[src/rtl/limine2600_timer.sv]
// limine2600_timer
// Memory-mapped 32-bit interval timer for the Limine2600 CPU bus.
// A 16-byte register window (CTRL, RELOAD, COUNT, STATUS) is decoded at BASE.
// Every selected access completes with a single-cycle rdy pulse after a
// fixed number of wait states. A prescaled down-counter raises a level
// interrupt when it expires.
module limine2600_timer #(
    parameter logic [31:0] BASE        = 32'hFFFF_0000,
    parameter int          WAIT_STATES = 1,
    parameter int          PRESCALE    = 1
) (
    input  logic        clk,
    input  logic        rst,
    input  logic        cs,
    input  logic        we,
    input  logic [31:0] addr,
    input  logic [31:0] data_in,
    output logic [31:0] data_out,
    output logic        rdy,
    output logic        irq
);

    // Prescaler width; at least one bit so PRESCALE=1 still has a legal vector.
    localparam int            PW        = (PRESCALE > 1) ? $clog2(PRESCALE) : 1;
    localparam logic [PW-1:0] PRE_LAST  = PW'(PRESCALE - 1);
    localparam logic [3:0]    WAIT_LOAD = 4'(WAIT_STATES);

    // Bus FSM encoding
    localparam logic [1:0] ST_IDLE = 2'd0;
    localparam logic [1:0] ST_WAIT = 2'd1;
    localparam logic [1:0] ST_ACK  = 2'd2;

    // Register offsets (addr[3:2])
    localparam logic [1:0] OFF_CTRL   = 2'd0;
    localparam logic [1:0] OFF_RELOAD = 2'd1;
    localparam logic [1:0] OFF_COUNT  = 2'd2;
    localparam logic [1:0] OFF_STATUS = 2'd3;

    // ------------------------------------------------------------------
    // Bus side
    // ------------------------------------------------------------------
    logic [1:0]  state_reg, state_next;
    logic [3:0]  wait_cnt_reg, wait_cnt_next;
    logic        req_we_reg;
    logic [1:0]  req_off_reg;
    logic [31:0] req_data_reg;
    logic [31:0] data_out_reg, data_out_next;
    logic        rdy_reg;

    logic        sel;
    logic        accept;
    logic        enter_ack;
    logic        acc_we;
    logic [1:0]  acc_off;

    // ------------------------------------------------------------------
    // Timer side
    // ------------------------------------------------------------------
    logic          en_reg, en_next;
    logic          ie_reg, ie_next;
    logic          auto_reg, auto_next;
    logic          pend_reg, pend_next;
    logic          irq_reg;
    logic [31:0]   reload_reg, reload_next;
    logic [31:0]   count_reg, count_next;
    logic [PW-1:0] pre_cnt_reg, pre_cnt_next;
    logic          tick;
    logic          expire;

    // Write commit decode and read view
    logic          wr_commit;
    logic [3:0]    wr_sel;
    logic [31:0]   reg_view [4];
    logic [31:0]   rd_val;

    // Byte-lane bits of the address carry no meaning for word registers.
    logic          unused_addr_bits;
    assign unused_addr_bits = ^addr[1:0];

    assign sel = cs && (addr[31:4] == BASE[31:4]);

    // With zero wait states the access goes straight from IDLE to ACK, so the
    // read must use the live bus fields rather than the latched request.
    assign acc_we  = (state_reg == ST_IDLE) ? we         : req_we_reg;
    assign acc_off = (state_reg == ST_IDLE) ? addr[3:2] : req_off_reg;

    // Bus FSM next-state: accept, count wait states, abandon on cs drop.
    always_comb begin
        state_next    = state_reg;
        wait_cnt_next = wait_cnt_reg;
        accept        = 1'b0;
        case (state_reg)
            ST_IDLE: begin
                if (sel) begin
                    accept        = 1'b1;
                    wait_cnt_next = WAIT_LOAD;
                    if (WAIT_STATES == 0) begin
                        state_next = ST_ACK;
                    end else begin
                        state_next = ST_WAIT;
                    end
                end
            end
            ST_WAIT: begin
                if (!cs) begin
                    state_next = ST_IDLE;
                end else if (wait_cnt_reg <= 4'd1) begin
                    state_next = ST_ACK;
                end else begin
                    wait_cnt_next = wait_cnt_reg - 4'd1;
                end
            end
            ST_ACK: begin
                state_next = ST_IDLE;
            end
            default: begin
                state_next = ST_IDLE;
            end
        endcase
    end

    assign enter_ack = (state_next == ST_ACK);

    // Readable view of the register file, indexed by offset.
    assign reg_view[OFF_CTRL]   = {29'd0, auto_reg, ie_reg, en_reg};
    assign reg_view[OFF_RELOAD] = reload_reg;
    assign reg_view[OFF_COUNT]  = count_reg;
    assign reg_view[OFF_STATUS] = {31'd0, pend_reg};
    assign rd_val               = reg_view[acc_off];

    // Read data is captured as ACK is entered and is zero at all other times.
    assign data_out_next = (enter_ack && !acc_we) ? rd_val : 32'd0;

    // Writes take effect on the edge that leaves ACK.
    assign wr_commit = (state_reg == ST_ACK) && req_we_reg;

    genvar gi;
    generate
        for (gi = 0; gi < 4; gi++) begin : g_wr_sel
            assign wr_sel[gi] = wr_commit && (req_off_reg == 2'(gi));
        end
    endgenerate

    // Bus FSM state, request latch and registered outputs.
    always_ff @(posedge clk or negedge rst) begin
        if (!rst) begin
            state_reg    <= ST_IDLE;
            wait_cnt_reg <= 4'd0;
            req_we_reg   <= 1'b0;
            req_off_reg  <= 2'd0;
            req_data_reg <= 32'd0;
            data_out_reg <= 32'd0;
            rdy_reg      <= 1'b0;
        end else begin
            state_reg    <= state_next;
            wait_cnt_reg <= wait_cnt_next;
            data_out_reg <= data_out_next;
            rdy_reg      <= enter_ack;
            if (accept) begin
                req_we_reg   <= we;
                req_off_reg  <= addr[3:2];
                req_data_reg <= data_in;
            end
        end
    end

    // Prescaler tick and counter expiry for the current cycle.
    assign tick   = en_reg && (pre_cnt_reg == PRE_LAST);
    assign expire = tick && (count_reg == 32'd0);

    // Timer next-state; bus writes take priority over hardware updates,
    // except that an expiry always sets PEND.
    always_comb begin
        pre_cnt_next = pre_cnt_reg;
        count_next   = count_reg;
        en_next      = en_reg;
        ie_next      = ie_reg;
        auto_next    = auto_reg;
        reload_next  = reload_reg;
        pend_next    = pend_reg;

        if (!en_reg || tick) begin
            pre_cnt_next = '0;
        end else begin
            pre_cnt_next = pre_cnt_reg + PW'(1);
        end

        if (tick) begin
            if (count_reg == 32'd0) begin
                if (auto_reg) begin
                    count_next = reload_reg;
                end else begin
                    en_next = 1'b0;
                end
            end else begin
                count_next = count_reg - 32'd1;
            end
        end

        if (wr_sel[OFF_CTRL]) begin
            en_next      = req_data_reg[0];
            ie_next      = req_data_reg[1];
            auto_next    = req_data_reg[2];
            pre_cnt_next = '0;
        end
        if (wr_sel[OFF_RELOAD]) begin
            reload_next = req_data_reg;
        end
        if (wr_sel[OFF_COUNT]) begin
            count_next = req_data_reg;
        end

        if (expire) begin
            pend_next = 1'b1;
        end else if (wr_sel[OFF_STATUS] && req_data_reg[0]) begin
            pend_next = 1'b0;
        end
    end

    // Timer registers and the registered interrupt.
    always_ff @(posedge clk or negedge rst) begin
        if (!rst) begin
            en_reg      <= 1'b0;
            ie_reg      <= 1'b0;
            auto_reg    <= 1'b0;
            pend_reg    <= 1'b0;
            irq_reg     <= 1'b0;
            reload_reg  <= 32'd0;
            count_reg   <= 32'd0;
            pre_cnt_reg <= '0;
        end else begin
            en_reg      <= en_next;
            ie_reg      <= ie_next;
            auto_reg    <= auto_next;
            pend_reg    <= pend_next;
            irq_reg     <= pend_reg & ie_reg;
            reload_reg  <= reload_next;
            count_reg   <= count_next;
            pre_cnt_reg <= pre_cnt_next;
        end
    end

    assign data_out = data_out_reg;
    assign rdy      = rdy_reg;
    assign irq      = irq_reg;

endmodule
[config.mk]
export PLATFORM = sky130hd
export DESIGN_NAME = limine2600_timer
export DESIGN_NICKNAME = d
export VERILOG_FILES = /design/src/rtl/limine2600_timer.sv
export SDC_FILE = /design/constraint.sdc
export NUM_CORES = 1
export LEC_CHECK = 0
export CAP_MARGIN = 15
export CORE_MARGIN = 3
export CORE_UTILIZATION = 55
export CTS_CLUSTER_DIAMETER = 40
export CTS_CLUSTER_SIZE = 10
export DETAILED_ROUTE_END_ITERATION = 8
export PLACE_DENSITY = 0.8
export SETUP_SLACK_MARGIN = 0.02
export SLEW_MARGIN = 10
export SYNTH_ARGS = -nofsm -noshare
export SYNTH_HDL_FRONTEND = slang
export SYNTH_SLANG_ARGS = --single-unit
[constraint.sdc]
create_clock -name clk -period 3.1 [get_ports clk]
set_input_delay 0.465 -clock clk [delete_from_list [all_inputs] [get_ports clk]]
set_output_delay 0.465 -clock clk [all_outputs]
set_load 0.05 [all_outputs]
== Word level (Yosys, flattened, before mapping) ==
Cells that the tools add are included.

* Bits in registers: 144
* Output and inout port bits: 34
* Logic and storage cells: 87

* Muxes and demuxes: 28
* Reductions and logical operators: 24
* Magnitude comparators: 2
* Eq/ne operators: 12
* Bitwise gates (word level): 3
* $add $sub $neg: 3

{| class="wikitable"
|+ Operators with widths
! operator !! count
|-
| 2-to-1 mux 32 bit || 7
|-
| binary-select mux 32 bit (select 2 bit) || 1
|-
| zero test 32 bit || 1
|-
| subtractor 32 x 1 -> 32 bit, second input constant || 1
|-
| == test 28 bit, second input constant || 1
|-
| 2-to-1 mux 4 bit || 3
|-
| 2-to-1 mux 1 bit || 11
|-
| logical AND 1 bit || 10
|-
| nonzero test 2 bit || 5
|-
| == test 2 bit, second input constant || 4
|-
| 2-to-1 mux 2 bit || 4
|-
| one-hot mux 4 bit (2 select lines) || 1
|-
| inequality test 2 bit, second input constant || 3
|-
| == test 2 x 1 -> 1 bit, second input constant || 2
|-
| <= comparator 4 x 1 -> 1 bit, second input constant || 1
|-
| zero test 2 bit || 2
|-
| one-hot mux 2 bit (2 select lines) || 1
|-
| AND reduction 4 bit || 1
|-
| subtractor 4 x 1 -> 4 bit, second input constant || 1
|-
| greater-or-equal comparator 3 bit, second input constant || 1
|-
| inequality test 3 bit, second input constant || 1
|-
| inverter 2 -> 3 bit || 1
|-
| AND reduction 3 bit || 1
|-
| zero test 1 bit || 2
|-
| 6 further kinds || 6
|}

== Depth between registers and ports, before layout ==
* Depth after elaboration: 7
* Mapped depth: 9

== Least setup slack after synthesis ==
Ideal clock, no wire load.

* Path kind: flip-flop to flip-flop
* Start point: register count_reg[18]
* End point: register count_reg[27]
* Setup slack: 0.721 ns
* Path buffers: 3
* Arrival: 2.253 ns
* Stages on the path, launching flop included: 10
* Path through: dfrtp_1 -> buf_6 -> nor4_4 -> nand4_2 -> or4_1 -> buf_2 -> buf_6 -> a21oi_1 -> nor4_1 -> a221o_1

* Cells in the longest elaborated chain, start to end: 4

{| class="wikitable"
|+ Ends and longest elaborated chain
! item !! line !! RTL
|-
| from (decl) || 65 || <nowiki>logic [31:0] count_reg, count_next;</nowiki>
|-
| from (signal assigned) || 238 || <nowiki>count_reg <= count_next;</nowiki>
|-
| subtractor 32 x 1 -> 32 bit / zero test 32 bit (equally long branches) || 196, 189 ||
|-
| 2-to-1 mux 32 bit || 189 || <nowiki>if (count_reg == 32'd0) begin</nowiki>
|-
| 2-to-1 mux 32 bit || 188 || <nowiki>if (tick) begin</nowiki>
|-
| 2-to-1 mux 32 bit || 209 || <nowiki>if (wr_sel[OFF_COUNT]) begin</nowiki>
|}

Several ways; a longest one is shown, not always the timed one. The select of a mux whose other input is x is not followed.
A chain may end at the register's enable or synchronous reset.

== Worst setup path in the final report ==
* Start point: register count_reg[19]
* End point: register count_reg[15]

* Cells in the longest elaborated chain, start to end: 4

{| class="wikitable"
|+ Ends and longest elaborated chain
! item !! line
|-
| zero test 32 bit * || 189
|-
| 2-to-1 mux 32 bit || 189
|-
| 2-to-1 mux 32 bit || 188
|-
| 2-to-1 mux 32 bit || 209
|}

Mark *: on every way between the ends. The rest lies on a longest branch, timed or not. The select of a mux whose other input is x is not followed.

==> impl_metrics.toml <==
[outcome]
status = "complete, no violations"

[sta]
tightestPinTransition_ps = 839
fin_hold_ws_ps = 8.59
rsz0062_at_grt = "false"
finalSetupTns_ps = 0
min_period_ps = 2830
setup_violations = 0
worst_clock_skew_ps = 5.31
fmax_mhz = 353
slew_headroom_pct = 43.6
slew_violations = 0
period_share_pct = 91.3
setup_ws_ps = 269
hold_violations = 0

[yosys]
syn_nets = 687
synthSimpleGateAreaFrac_pct = 14.2
synth_ff_type = "dfrtp_1"
synth_cells = 615
ys_ff_latch = 144
yosys_warnings = 0
synth_top_family_by_area = "compound AO/OA/AOI/OAI gates"
synth.distinct_cells = 62
synth_area_um2 = 6910
synthAdderAreaFrac_pct = 0.724
synth_compound_area_share_pct = 14.6
synth_edf_count = 0
yosys-mux-area-fraction_pct = 12.7
seq_area_frac_synth_pct = 52.1
synthXorXnorAreaFrac_pct = 2.66
synth-async-reset-ratio_pct = 100
avgSynthCellArea_um2 = 11.2

[cts]
clk_latency_ps = 420
numCtsBuffers = 17
cts_setup_buffers = 0
post_cts_resized = 0
cts_root_buffer = "clkbuf_16"
ctsHoldBuffers = 0
cts.sinks = 144
htree_levels = 4
cts_tree = "done"
ctsLongestPathBuffers = 2
clk_pin_slew_ps = 60

[setup_path]
worstPathArrival_ps = 3140
cp-end-kind = "flop"
crit_chain = "nor4_4 > nand4_2 > or4_1 > o21ai_1 > nand2_1 > o221a_2"
required_ps = 3410
critPathMaxFanout = 6
crit_start = "count_reg[19]"
reg2reg_from = "count_reg[19]"
cp_top_family = "simple AND/OR/NAND/NOR gates"
critPathMaxStageDelay_ps = 690
crit_buf_inv = 0
start_kind = "flop"
path_class = "reg -> reg"
crit_slowest_cell = "or4_1"

[die]
fp.dieArea_um2 = 13900
design.core.area_um2 = 12200
die_h_um = 118
io_pins = 102
dieWidth_um = 118
fp-row-count = 40
start_util_pct = 56.8

[placement]
hpwl_um = 11700
place_congestion = 0.909
post-place-ws_ps = 390
port_buffers = 99
place_inst = 866

[finish]
fillCellCount = 858
final_common_cell = "dfrtp_1"
layout-drive-gt1-share_pct = 19.5
syn_to_final_growth_pct = 26.1
final_nets = 789
diodes = 0
final_cell_count_no_fill = 897
mostFrequentLayoutCells = "144 x dfrtp_1, 98 x clkdlybuf4s50_1, 73 x mux2_2, 55 x nor2_1, 38 x a22oi_1"

[global_route]
grt_pass1_wl_um = 28300
grt_pass1_vias = 5576
grt_max_degree = 63
gr-total-overflow = 0
antenna_found_initial = 0
grt_util_all_layers_pct = 25.4

[flow_run]
drv_cap = 0

[pwr]
p_clk_share_pct = 49.5
p_seq_share_pct = 46.8
powerDensity_nw_per_um2 = 461
pwr-share-comb_pct = 3.7
power.total_mw = 4.02
power_switching_mw = 0.793
internal-power_mw = 3.23
switching_share_pct = 19.7
ir_drop_mv = 0.519
leakagePower_nw = 3.94

[detailed_routing]
met1_length_um = 7230
drc = 0
vias_per_cell = 6.16
met2_length_um = 8860
drt_iter0_markers = 429
dr_total_vias = 5527
routed_wl_um = 17500
dr.pass1.iters = 6
wire_per_inst_um = 19.5
ant_nets = 0
dr_wl_met3_um = 1060
highest_layer = "met4"

[min_path]
hold_class = "in -> async"
-- metrics by stage --
step / area (um^2) / utilization (%)
4_1_cts: 8710 / 71.7
5_1_grt: 8710 / 71.7
3_3_place_gp: 8140 / 66.9
6_report: 8710 / 71.7
3_5_place_dp: 8140 / 66.9
2_1_floorplan: 6910 / -
-- cells by family (layout without fill, tap and decap cells) --
kind of cell / Yosys count / count (layout)
buf+inv: 47 / 161
compound gates: 137 / 137
mux: 77 / 77
simple gates: 184 / 184
fa+ha+maj: 4 / 4
flops: 144 / 144
other cells: 1 / 1
xor+xnor: 21 / 21
-- final timing paths --
kind	to	slack [ps]	depth (start not counted)
setup / recovery	count_reg[15]	270	6
setup reg to reg	count_reg[15]	270	6
max in group asynchronous	en_reg	2330	2
hold reg to reg	count_reg[25]	520	2
hold / removal	reload_reg[5]	9	1
min in group clk	count_reg[25]	520	2
-- metal layers --
layer / global-route usage, % / vias up
li1: - / 2481
met4: 8.21 / 0
met2: 42.9 / 220
met1: 32.0 / 2794
met3: 6.34 / 32
met5: 0 / -
-- power by group through the flow --
stage / clock network (mW) / registers (mW) / logic, mW
floorplan: 0 / 1.92 / 0.0166
global placement: 0 / 1.91 / 0.147
detailed placement: 0 / 1.92 / 0.151
CTS: 2.01 / 1.88 / 0.151
global route: 2.09 / 1.88 / 0.163
finish: 1.99 / 1.88 / 0.149
-- worst register-to-register path, stage by stage, from the launching register on --
cell and delay, ps:
dfrtp_1 480, nor4_4 480, nand4_2 210, or4_1 690
o21ai_1 280, nand2_1 260, o221a_2 310
-- cell usage after synthesis, types with 10 or more instances --
| cell | number | area, um^2 |
|---|---|---|
| mux2_2 | 73 | 822 |
| a22oi_1 | 38 | 285 |
| nor2_1 | 56 | 210 |
| nand3_1 | 15 | 75.1 |
| clkbuf_1 | 31 | 116 |
| xor2_1 | 10 | 87.6 |
| nand2_1 | 31 | 116 |
| dfrtp_1 | 144 | 3600 |
| nor4_1 | 15 | 93.8 |
| nor3_1 | 16 | 80.1 |
| o21ai_0 | 12 | 60.1 |
| xnor2_1 | 11 | 96.3 |
| a221o_1 | 11 | 110 |
| a21oi_1 | 15 | 75.1 |
-- final cells by class --
cell class	instances	area [um^2]	share of cell area, %
clock inverter	5	77.6	0.890
inverter	7	26.3	0.302
multi-input combinational	424	3110	35.7
tap	168	210	2.41
clock buffer	26	499	5.73
timing repair buffer	123	1180	13.6
sequential	144	3600	41.3
Power figures use the tool's default switching activity.
==> RTL edit 1 (config.mk and constraints unchanged) <==
Take the reset off `data_out_reg` and load it in a clocked block of its own.
--- a/src/rtl/limine2600_timer.sv
+++ b/src/rtl/limine2600_timer.sv
@@ -149,12 +149,10 @@
             req_we_reg   <= 1'b0;
             req_off_reg  <= 2'd0;
             req_data_reg <= 32'd0;
-            data_out_reg <= 32'd0;
             rdy_reg      <= 1'b0;
         end else begin
             state_reg    <= state_next;
             wait_cnt_reg <= wait_cnt_next;
-            data_out_reg <= data_out_next;
             rdy_reg      <= enter_ack;
             if (accept) begin
                 req_we_reg   <= we;
@@ -162,6 +160,10 @@
                 req_data_reg <= data_in;
             end
         end
+    end
+
+    always_ff @(posedge clk) begin
+        data_out_reg <= data_out_next;
     end
 
     // Prescaler tick and counter expiry for the current cycle.
Check against the original RTL: not equivalent (Yosys sat finds a counterexample within 10 cycles, from zero or initial values and one cycle with rst low; the reset may be asserted at any time).
==> RTL edit 1 against the original RTL <==
Count of clock-buffer cells in the layout shrank 5; global-route usage grew 1.3 points; worst setup slack gained 0.026 ns; design area shrank 0.96%; routed wire length shrank 1.5%; first-iteration DRC count grew 0.23%; clock power grew 15%; clock skew grew 0.0032 ns; critical path type unchanged; power grew 6.9%; die area shrank 1.5%; sequential cell count is the same; area after synthesis shrank 1.6%; non-clock buffer count grew 6.
==> RTL edit 1: results (changes against the original RTL) <==
- DP Wirelength: 11.7 mm (about the same)
- CP peak stage delay: 0.46 ns (-0.23 ns)
- Post-placement cell area: 7970 sq um (-2.1%)
- Max VDD drop: 397 uV (-24%)
- 1st-iter DRT viols: 430 (+0.23%)
- Status: complete, no violations
- Place WS: 0.440 ns (+0.0493 ns)
- Sequential area share after synthesis: 50.7% (-1.5 points)
- Final net count: 801 (+1.5%)
- Drt pass-1 iters: 6 (unchanged)
- Top post-synthesis cells by count: dfrtp_1 (112), mux2_2 (73), nor2_1 (53), nand2_1 (45)
- Worst-margin pin slew: 0.759 ns (-0.0795 ns)
- Leading post-synthesis cells by cell area: dfrtp_1 (41%), mux2_2 (12%), dfxtp_1 (9.4%)
- Fill count: 815 (-5.0%)
- Leak pwr: 3.83 nW (-2.9%)
- GPL Wtd Cong: 0.911 (+0.24%)
- Synth cell types: 66 (+6.5%)
- Gr usage total: 26.6% (+1.3 points)
- Vias: 5529 (+0.036%)
- Global-route wire length before repair: 28.3 mm (about the same)
- Worst path arrival time: 3.12 ns (-0.02 ns)
- Largest net degree at the start of global routing: 61 (-3.2%)
- Crit path max fanout: 9 (+3)
- Layout cells sized above 1: 21.2% (+1.7 points)
- Ys async rst share: 77.8% (-22 points)
- Number of global-route vias before repair: 5698 (+2.2%)
- Mapped Nets: 697 (+1.5%)
- Clk_skew: 0.00855 ns (+0.00324 ns)
- Htree depth: 4 (unchanged)
- Drt wl/cell: 19.0 um (-2.5%)
- CP max stage cell: dfrtp_1
[RTL edit 1: kinds of logic after synthesis]
kind of cell / count (synthesis) / share of synthesized area [%]
AO/OA/AOI/OAI: 132 / 13.5
XOR/XNOR: 18 / 2.32
adder cells (fa/ha/maj): 4 / 0.736
buffers and inverters: 51 / 4.58
flip-flops: 144 / 50.7
multiplexers: 77 / 12.9
other: 1 / 0.0552
AND/OR/NAND/NOR: 198 / 15.2
[RTL edit 1: routing by layer]
metal	part of all wire [%]	routed length (um)	global-route usage (%)	up-vias
li1	-	-	-	2521
met1	40	6950	33.2	2692
met2	48	8350	44.6	277
met3	8.8	1510	5.30	39
met4	2.4	405	12.7	0
met5	0	0	0	-
[RTL edit 1: final cells by class]
class                           instances  area [sq um]  area share (%)
Sequential cell                       144          3440            39.9
Clock inverter                         11           211            2.45
Tap cell                              164           205            2.38
Clock buffer                           21           450            5.22
Timing Repair Buffer                  129          1240            14.4
Multi-Input combinational cell        430          3060            35.4
Inverter                                7          26.3           0.304
[RTL edit 1: stage by stage]
stage	total power [mW]	utilization [%]	instances
floorplan	1.93	-	625
global placement	2.05	67.8	874
detailed placement	2.05	67.8	874
CTS	4.32	73.4	906
global route	4.40	73.4	906
finish	4.30	73.4	906
[RTL edit 1: report_power, final]
part           total [mW]  switching (mW)  internal, mW
logic               0.140          0.0588        0.0808
registers            1.88        0.000457          1.87
clock network        2.28           0.757          1.53
total                4.30           0.816          3.48
[RTL edit 1: path summary, 6_finish.rpt]
kind	end	startpoint	cells past startpoint	slack (ns)
max	count_reg[14]$_DFFE_PN0P_	count_reg[0]$_DFFE_PN0P_	7	0.30
min	req_data_reg[23]$_DFFE_PN0P_	rst	1	0.09
max reg2reg	count_reg[14]$_DFFE_PN0P_	count_reg[0]$_DFFE_PN0P_	7	0.30
min reg2reg	irq$_DFF_PN0_	pend_reg$_DFFE_PN0P_	1	0.51
max in group asynchronous	irq$_DFF_PN0_	rst	2	2.26
min in group clk	irq$_DFF_PN0_	pend_reg$_DFFE_PN0P_	1	0.51
[RTL edit 1: worst max-delay path, delay by kind of cell (launching register included)]
| family | cells | cell delay, ns |
|---|---|---|
| and+or+nand+nor | 3 | 1.16 |
| AOI/OAI and AO/OA | 2 | 0.82 |
| DFF | 1 | 0.46 |
| adders and majority gates | 1 | 0.15 |
| buffers and inverters | 1 | 0.11 |
==> RTL edit 2 (same settings) <==
Made on the original files. `WAIT_STATES`: 1 -> 0.
--- a/src/rtl/limine2600_timer.sv
+++ b/src/rtl/limine2600_timer.sv
@@ -6,7 +6,7 @@
 // interrupt when it expires.
 module limine2600_timer #(
     parameter logic [31:0] BASE        = 32'hFFFF_0000,
-    parameter int          WAIT_STATES = 1,
+    parameter int          WAIT_STATES = 0,
     parameter int          PRESCALE    = 1
 ) (
     input  logic        clk,
Function: changed (Yosys sat finds a counterexample within 4 cycles, from zero or initial values and one cycle with rst low).
==> RTL edit 2 against the original RTL <==
Design area is 0.40% lower; routed wire length is 0.13% higher; critical path type unchanged; sequential cell count stayed put; power is 2.0% higher; clock skew is 0.0013 ns higher; area after synthesis is 0.42% lower; critical endpoint is now count_reg[20]$_DFFE_PN0P_; worst setup slack better by 0.17 ns.
==> RTL edit 2: results (changes against the original RTL) <==
- Status: complete, no violations
- PortBufs: 99 (unchanged)
- 1st-iter DRT viols: 448 (+4.4%)
- Leak pwr: 3.94 nW (about the same)
- Vias per cell: 6.28 (+2.0%)
- Sequential area share after synthesis: 52.4% (+0.22 points)
- Footprint of the multi-input gates: 3050 sq um (-2.0%)
- Fill count: 871 (+1.5%)
- Worst path arrival time: 2.96 ns (-0.18 ns)
- NonClk Buf Share: 13.7% (+0.11 points)
- Non-CTS buffers: 122 (-0.81%)
- Drt pass-1 iters: 5 (-1)
- Worst-margin pin slew: 0.656 ns (-0.183 ns)
- Tmin final: 2.66 ns (-0.171 ns)
- Max VDD drop: 379 uV (-27%)
- Crit path max fanout: 7 (+1)
- Post-placement cell area: 8080 sq um (-0.66%)
- Placed insts: 870 (+0.46%)
- Cell count after synthesis: 623 (+1.3%)
- Synth cell types: 63 (+1.6%)
- PwrDens: 472 nW/um^2 (+2.4%)
- Pint: 3.26 mW (+1.0%)
- Met1 Use GR: 32.5% (+0.48 points)
- Multi-input gates: 428 (+0.94%)
- Final net count: 793 (+0.51%)
- Met2 wire length: 8.69 mm (-1.9%)
- Clock distribution power: 2.07 mW (+4%)
- Multi-input combinational area share: 35.1% (-0.58 points)
- Routed wl met3: 1.28 mm (+21%)
- Met1 WL: 7.05 mm (-2.4%)
- DP Wirelength: 11.5 mm (-2.3%)
- GPL Wtd Cong: 0.852 (-6.2%)
- Met3 usage: 6.58% (+0.24 points)
- Routed WL: 17.5 mm (+0.13%)
- Worst setup path start: count_reg[0]$_DFFE_PN0P_
- CP max stage cell: nor4b_1
- Met2 usage: 43.1% (+0.21 points)
- Largest net degree at the start of global routing: 61 (-3.2%)
- Inverter count: 8 (+1)
- Clk_skew: 0.00664 ns (+0.00133 ns)
- Place WS: 0.276 ns (-0.114 ns)
- # resized after CTS: 0 (unchanged)
- CP peak stage delay: 0.51 ns (-0.18 ns)
- Leading post-synthesis cells by cell area: dfrtp_1 (52%), mux2_2 (11%), a22oi_1 (5.2%)
- Cell Area, Synth: 6880 sq um (-0.42%)
- Number of global-route vias before repair: 5876 (+5.4%)
- Clk tree area frac: 6.86% (+0.24 points)
- R2R cell count: 8 (+2)
- Top post-synthesis cells by count: dfrtp_1 (144), mux2_2 (69), nor2_1 (64), a22oi_1 (48), nand2_1 (33)
- Hold slack: 0.00102 ns (-0.00757 ns)
- Layout cells sized above 1: 19.4% (-0.11 points)
RTL edit 2: cell types whose count changed after synthesis, moves of 5 or more:
cell	change
buf_2	+8
o22a_1	-5
a31oi_1	+6
a22oi_1	+10
or3_1	+5
o21a_1	-5
o21ai_0	+19
nand3_1	-9
nor2_1	+8
a21o_1	-6
nor4_1	-6
RTL edit 2: logic make-up after synthesis:
logic type | after synthesis | share of synthesized area, %
simple gates | 182 | 13.8
compound gates | 152 | 15.5
flops | 144 | 52.4
mux | 73 | 12.1
buf+inv | 51 | 3.38
xor+xnor | 16 | 2.04
fa+ha+maj | 4 | 0.727
other cells | 1 | 0.0545
RTL edit 2: worst max-delay path: cells and delay by family (launching register included):
| family | cells | cell delay (ns) |
|---|---|---|
| adders and majority gates | 1 | 0.22 |
| DFF | 1 | 0.45 |
| xor gates and xnor gates | 1 | 0.16 |
| AOI/OAI and AO/OA | 2 | 0.34 |
| and+or+nand+nor | 3 | 1.24 |
| buffers and inverters | 1 | 0.12 |
